[config.mk]
export PLATFORM = sky130hd
export DESIGN_NAME = viterbi_ctrl
export DESIGN_NICKNAME = d
export VERILOG_FILES = /design/src/rtl/viterbi_ctrl.sv
export SDC_FILE = /design/constraint.sdc
export NUM_CORES = 1
export LEC_CHECK = 0
export CAP_MARGIN = 5
export CORE_MARGIN = 2
export CORE_UTILIZATION = 48
export DETAILED_ROUTE_END_ITERATION = 10
export PLACE_DENSITY = 0.76
export SLEW_MARGIN = 20
export SYNTH_ARGS = -nofsm -noshare
export SYNTH_HDL_FRONTEND = slang
export SYNTH_SLANG_ARGS = --single-unit
[constraint.sdc]
create_clock -name clk -period 3.15 [get_ports clk]
set_input_delay 0.315 -clock clk [delete_from_list [all_inputs] [get_ports clk]]
set_output_delay 0.315 -clock clk [all_outputs]
set_load 0.05 [all_outputs]
[src/rtl/viterbi_ctrl.sv]
`default_nettype none
// ============================================================================
// Module : viterbi_ctrl
// Frame sequencer for a 4-state rate-1/2 hard-decision Viterbi decoder.
// Rev    : 1.0
// ============================================================================
module viterbi_ctrl #(
  parameter int FRAME_LEN = 8,
  parameter int SETTLE    = 2
) (
  input  logic                 clk,
  input  logic                 rst,
  input  logic                 i_sym_valid,
  input  logic [1:0]           i_sym,
  output logic                 o_sym_ready,
  output logic [1:0]           o_bm_sym,
  output logic                 o_en_add,
  output logic                 o_acs_rst_n,
  input  logic [1:0]           i_prv_st_00,
  input  logic [1:0]           i_prv_st_10,
  input  logic [1:0]           i_prv_st_01,
  input  logic [1:0]           i_prv_st_11,
  input  logic [1:0]           i_select_node,
  output logic [FRAME_LEN-1:0] o_dec_bits,
  output logic                 o_dec_valid,
  input  logic                 i_dec_ready,
  output logic                 o_busy
);

  localparam int c_CNT_W = $clog2(FRAME_LEN + 1);
  localparam int c_IDX_W = $clog2(FRAME_LEN);
  localparam int c_SET_W = (SETTLE > 1) ? $clog2(SETTLE) : 1;

  localparam logic [c_CNT_W-1:0] c_CNT_ONE = c_CNT_W'(1);
  localparam logic [c_CNT_W-1:0] c_LEN     = c_CNT_W'(FRAME_LEN);
  localparam logic [c_CNT_W-1:0] c_LEN_M1  = c_CNT_W'(FRAME_LEN - 1);
  localparam logic [c_IDX_W-1:0] c_IDX_ONE = c_IDX_W'(1);
  localparam logic [c_IDX_W-1:0] c_IDX_M1  = c_IDX_W'(FRAME_LEN - 1);
  localparam logic [c_SET_W-1:0] c_SET_ONE = c_SET_W'(1);
  localparam logic [c_SET_W-1:0] c_SET_M1  = c_SET_W'(SETTLE - 1);

  typedef enum logic [2:0] {
    ST_CLR    = 3'd0,
    ST_RUN    = 3'd1,
    ST_DRAIN  = 3'd2,
    ST_SETTLE = 3'd3,
    ST_TRACE  = 3'd4,
    ST_OUT    = 3'd5
  } state_t;

  state_t               r_state;
  state_t               w_state_nxt;

  logic [1:0]           r_bm_sym;
  logic                 r_en_add;
  logic                 r_cap_en;
  logic [c_CNT_W-1:0]   r_acc_cnt;
  logic [c_CNT_W-1:0]   r_cap_cnt;
  logic [c_SET_W-1:0]   r_set_cnt;
  logic [c_IDX_W-1:0]   r_tr_idx;
  logic [1:0]           r_tb_state;
  logic [FRAME_LEN-1:0] r_dec;
  logic [1:0]           r_surv [FRAME_LEN][4];

  logic w_accept;
  logic w_last_acc;
  logic w_cap_done;
  logic w_set_last;
  logic w_tr_last;
  logic w_sym_ready;
  logic w_acs_rst_n;
  logic w_dec_valid;
  logic w_busy;

  assign w_accept   = i_sym_valid && (r_state == ST_RUN);
  assign w_last_acc = w_accept && (r_acc_cnt == c_LEN_M1);
  // Leave DRAIN on the edge of the final capture so SETTLE starts right after it.
  assign w_cap_done = (r_cap_cnt == c_LEN) || (r_cap_en && (r_cap_cnt == c_LEN_M1));
  assign w_set_last = (r_set_cnt == c_SET_M1);
  assign w_tr_last  = (r_tr_idx == '0);

  always_comb begin
    w_state_nxt = r_state;
    w_sym_ready = 1'b0;
    w_acs_rst_n = 1'b1;
    w_dec_valid = 1'b0;
    w_busy      = 1'b1;
    case (r_state)
      ST_CLR: begin
        w_acs_rst_n = 1'b0;
        w_state_nxt = ST_RUN;
      end
      ST_RUN: begin
        w_sym_ready = 1'b1;
        w_busy      = 1'b0;
        if (w_last_acc) w_state_nxt = ST_DRAIN;
      end
      ST_DRAIN: begin
        if (w_cap_done) w_state_nxt = ST_SETTLE;
      end
      ST_SETTLE: begin
        if (w_set_last) w_state_nxt = ST_TRACE;
      end
      ST_TRACE: begin
        if (w_tr_last) w_state_nxt = ST_OUT;
      end
      ST_OUT: begin
        w_dec_valid = 1'b1;
        if (i_dec_ready) w_state_nxt = ST_CLR;
      end
      default: begin
        w_state_nxt = ST_CLR;
      end
    endcase
  end

  always_ff @(posedge clk) begin
    if (!rst) begin
      r_state <= ST_CLR;
    end else begin
      r_state <= w_state_nxt;
    end
  end

  always_ff @(posedge clk) begin
    if (!rst) begin
      r_bm_sym   <= 2'b00;
      r_en_add   <= 1'b0;
      r_cap_en   <= 1'b0;
      r_acc_cnt  <= '0;
      r_cap_cnt  <= '0;
      r_set_cnt  <= '0;
      r_tr_idx   <= '0;
      r_tb_state <= 2'b00;
      r_dec      <= '0;
      for (int s = 0; s < FRAME_LEN; s++) begin
        for (int n = 0; n < 4; n++) begin
          r_surv[s][n] <= 2'b00;
        end
      end
    end else begin
      r_en_add <= w_accept;
      r_cap_en <= r_en_add;
      if (w_accept) begin
        r_bm_sym  <= i_sym;
        r_acc_cnt <= r_acc_cnt + c_CNT_ONE;
      end

      if (r_state == ST_CLR) begin
        r_acc_cnt <= '0;
        r_cap_cnt <= '0;
      end else if (r_cap_en && (r_cap_cnt < c_LEN)) begin
        r_surv[r_cap_cnt[c_IDX_W-1:0]][2'b00] <= i_prv_st_00;
        r_surv[r_cap_cnt[c_IDX_W-1:0]][2'b01] <= i_prv_st_01;
        r_surv[r_cap_cnt[c_IDX_W-1:0]][2'b10] <= i_prv_st_10;
        r_surv[r_cap_cnt[c_IDX_W-1:0]][2'b11] <= i_prv_st_11;
        r_cap_cnt <= r_cap_cnt + c_CNT_ONE;
      end

      if (r_state == ST_SETTLE) begin
        r_set_cnt <= r_set_cnt + c_SET_ONE;
        if (w_set_last) begin
          r_tb_state <= i_select_node;
          r_tr_idx   <= c_IDX_M1;
        end
      end else begin
        r_set_cnt <= '0;
      end

      // State MSB is the decoded bit: only input 1 leads into states 10/11.
      if (r_state == ST_TRACE) begin
        r_dec[r_tr_idx] <= r_tb_state[1];
        r_tb_state      <= r_surv[r_tr_idx][r_tb_state];
        if (!w_tr_last) r_tr_idx <= r_tr_idx - c_IDX_ONE;
      end
    end
  end

  assign o_sym_ready = w_sym_ready;
  assign o_bm_sym    = r_bm_sym;
  assign o_en_add    = r_en_add;
  assign o_acs_rst_n = w_acs_rst_n;
  assign o_dec_bits  = r_dec;
  assign o_dec_valid = w_dec_valid;
  assign o_busy      = w_busy;

endmodule
`default_nettype wire

==> summary.txt <==
Detailed routing
  • Detailed-route DRC error count: 0
  • Routed Antenna Nets: 0
  • Number of vias per cell: roughly 5.7
  • Final wirelength: 9770 um
  • Met3 wire len: 548 um
  • DR top layer: met4
  • Vias: 2944
  • Met1 Wirelength: 4130 um
  • Metal2 WL: 4770 um
  • Wirelength per Cell: 18.8 um
  • Pre-antenna DRT Iters: 4
  • Iteration-0 DRC Markers: approximately 180

Clock network
  • CTS Buf Count: 9
  • Clock Latency Late Sink: 370 ps
  • CTS HTree Levels: 3
  • CTS root buf: clkbuf_8
  • # hold bufs at CTS: 0
  • Number of post-CTS setup repair buffers: 0
  • CTS tree: built
  • Max clock buf depth: 2
  • Clock sink total: 93
  • Post_cts resized: 0
  • CTS clock-pin slew for the worst setup and hold paths: 90 ps

STA
  • Worst-margin pin slew: 732 ps
  • Max Clk Rate: 0.406 GHz
  • Headroom to the max-slew limit: 51.1%
  • Period utilization: between 70% and 80%
  • # setup viols final: 0
  • Hold_ws: 460 ps
  • Final slew viol count: 0
  • Period minus WS final: 2460 ps
  • Worst Clk Skew: 12.3 ps
  • Setup TNS: 0 ps
  • Final hold vios: 0
  • RSZ-0062 raised after global routing: false

Placed design
  • Post-DP HPWL: roughly 7000 um
  • Post-placement cell area: 0.00480 mm^2
  • Port bufs: 30
  • DP Cell Count: 503
  • RD Place Congestion: a little over 0.9

Setup path
  • Worst path max stage delay: 860 ps
  • Worst Path Required: between 2000 and 3000 ps
  • CP max stage cell: clkdlybuf4s50_1
  • Crit-path cells: nor3b_2 > clkdlybuf4s50_1
  • CP startpoint kind: flip-flop
  • Crit. End Element: output port
  • Worst reg2reg path endpoint: r_surv[1][1]
  • CP Max Fanout: 13
  • Worst Path Arrival: 2150 ps
  • Critical R2R Launch: r_state[1]
  • R2R depth: 6
  • Flop-to-flop setup slack: 840 ps
  • Critical path class: flip-flop to output port

Cells and area
  • Layout cell share with drive strength beyond 1: around an eighth
  • Most frequent cells in the layout: 68 x and2_1, 64 x edfxtp_1, 31 x nor2_1
  • Most common cell after layout, fill and taps aside: and2_1
  • Layout fillers: roughly 730
  • Number of diodes: 0
  • Non-Filler Instances: 519
  • Final net count: 427
  • Area grow syn2layout: 16.4%
  • Design Area, Final: 0.00509 mm^2

Global routing
  • Antenna violations before repair: 0
  • First-pass GRT wire length: 15600 um
  • Largest net degree at the start of global routing: 26
  • Gr ovfl total: 0
  • Vias in the first global route: 2961
  • Global Route Usage Sum: 21.1%

Logic synthesis
  • Post-synthesis cell count: 372
  • Main synth FF type: edfxtp_1
  • #FFs+latches synth: 93
  • Cell area after synthesis: 0.00437 mm^2
  • Leading area contributor after synthesis: edfxtp_1
  • Top cells by area, synth: edfxtp_1 44%, dfxtp_1 13%, and2_1 9.7%
  • Avg Cell Area, Syn: 11.8 um^2
  • Synth top area share: between 40% and 50%
  • YS warnings: 0
  • Sequential-to-total area share from yosys stat: a little under three fifths
  • Net Count, Synth: 393
  • Distinct cells, synth: 55
  • Async SR Flop Fraction: 0%
  • EDFF count, synth: 64

Run
  • MaxCap Viol Count: 0

Die
  • Die Wd: 99.4 um
  • Initial Util: 49.9%
  • Core area: between 0.008 and 0.009 mm^2
  • I/O Pins: 31
  • Die H: ~100 um
  • # rows: 34
  • DIE AREA: 0.00989 mm^2

Run status
  • Status: finished clean

Power
  • Power Dens Cells: 574 mW/mm^2
  • Lkg Pwr: around 1.9 nW
  • Worst vdd ir: 0.243 mV

Worst hold path
  • Worst hold path depth: 2
  • Min-delay src: o_dec_bits[2]
  • Worst Hold End: o_dec_bits[2]
  • Hold Crit Class: flip-flop to flip-flop
==> cell type report <==
class                      count  area (um^2)  share of cell area [%]
clock buffer                   9          124                    2.43
clock inverter                 7          161                    3.17
inverter                       7         26.3                   0.516
multi-input combinational    253         1750                    34.4
sequential                    93         2500                    49.2
tap                          108          135                    2.65
timing repair buffer          42          390                    7.67
==> power by group <==
group          switching [mW]  total [mW]  internal [mW]  leakage (nW)
Combinational           0.255       0.413          0.158         0.831
Clock                   0.420        1.10          0.685         0.137
Sequential             0.0555        1.41           1.35         0.895
==> sequential cells by signal (all words and copies together), names as in the netlist <==
name and cells:
r_surv 64, o_dec_bits 8, r_acc_cnt 4, r_cap_cnt 4
r_state 3, r_tr_idx 3, o_bm_sym 2, r_tb_state 2
o_en_add 1, r_cap_en 1, r_set_cnt 1
==> worst max path at each step <==
stage               startpoint      endpoint  slack (ps)  cells after the start
floorplan           r_state[1]  r_surv[3][0]         910                      4
global placement           rst  r_surv[1][6]         870                      6
detailed placement         rst  r_surv[1][2]         820                      6
CTS                 r_state[0]   o_sym_ready         700                      2
global route        r_state[0]   o_sym_ready         580                      2
finish              r_state[0]   o_sym_ready         690                      2
==> cells in the mapped netlist, drive strengths merged (3+ instances only) <==
cell / instances
mux2: 11
inv: 5
nor2b: 4
mux2i: 12
ha: 5
nand3: 14
edfxtp: 64
a21oi: 9
nor3b: 4
nor2: 31
mux4: 8
xor2: 3
and2: 68
dfxtp: 29
clkbuf: 10
nor3: 4
nand2: 27
o21ai: 9
buf: 9
a221oi: 7
nand2b: 6
==> per-stage QoR <==
| step | utilization [%] | total power, mW | worst slack (ps) |
|---|---|---|---|
| 2_1_floorplan | - | 1.70 | 909 |
| 3_5_place_dp | 54.8 | 1.84 | 818 |
| 5_1_grt | 58.1 | 3.02 | 583 |
| 3_3_place_gp | 54.8 | 1.83 | 869 |
| 4_1_cts | 58.1 | 2.93 | 698 |
| 6_report | 58.1 | 2.92 | 686 |
==> cells by family after synthesis <==
family / Yosys count / synth area share (%)
AOI/OAI and AO/OA: 43 / 6.81
and+or+nand+nor: 170 / 21.2
xor gates and xnor gates: 4 / 0.801
buffers and inverters: 26 / 2.75
adders and majority gates: 5 / 1.43
DFF: 93 / 57.2
muxes: 31 / 9.79
==> layer usage <==
| metal | vias up | track usage [%] |
|---|---|---|
| li1 | 1397 | - |
| met1 | 1422 | 27.0 |
| met2 | 105 | 34.8 |
| met3 | 20 | 3.30 |
| met4 | 0 | 11.1 |
| met5 | - | 0 |
==> worst max-delay path: cells and delay by family (launching register included) <==
family | cells | cell delay [ps]
AND/OR/NAND/NOR | 1 | 350
flip-flops | 1 | 570
buffers and inverters | 1 | 860
Note: power is estimated with default switching activity, not from simulation.
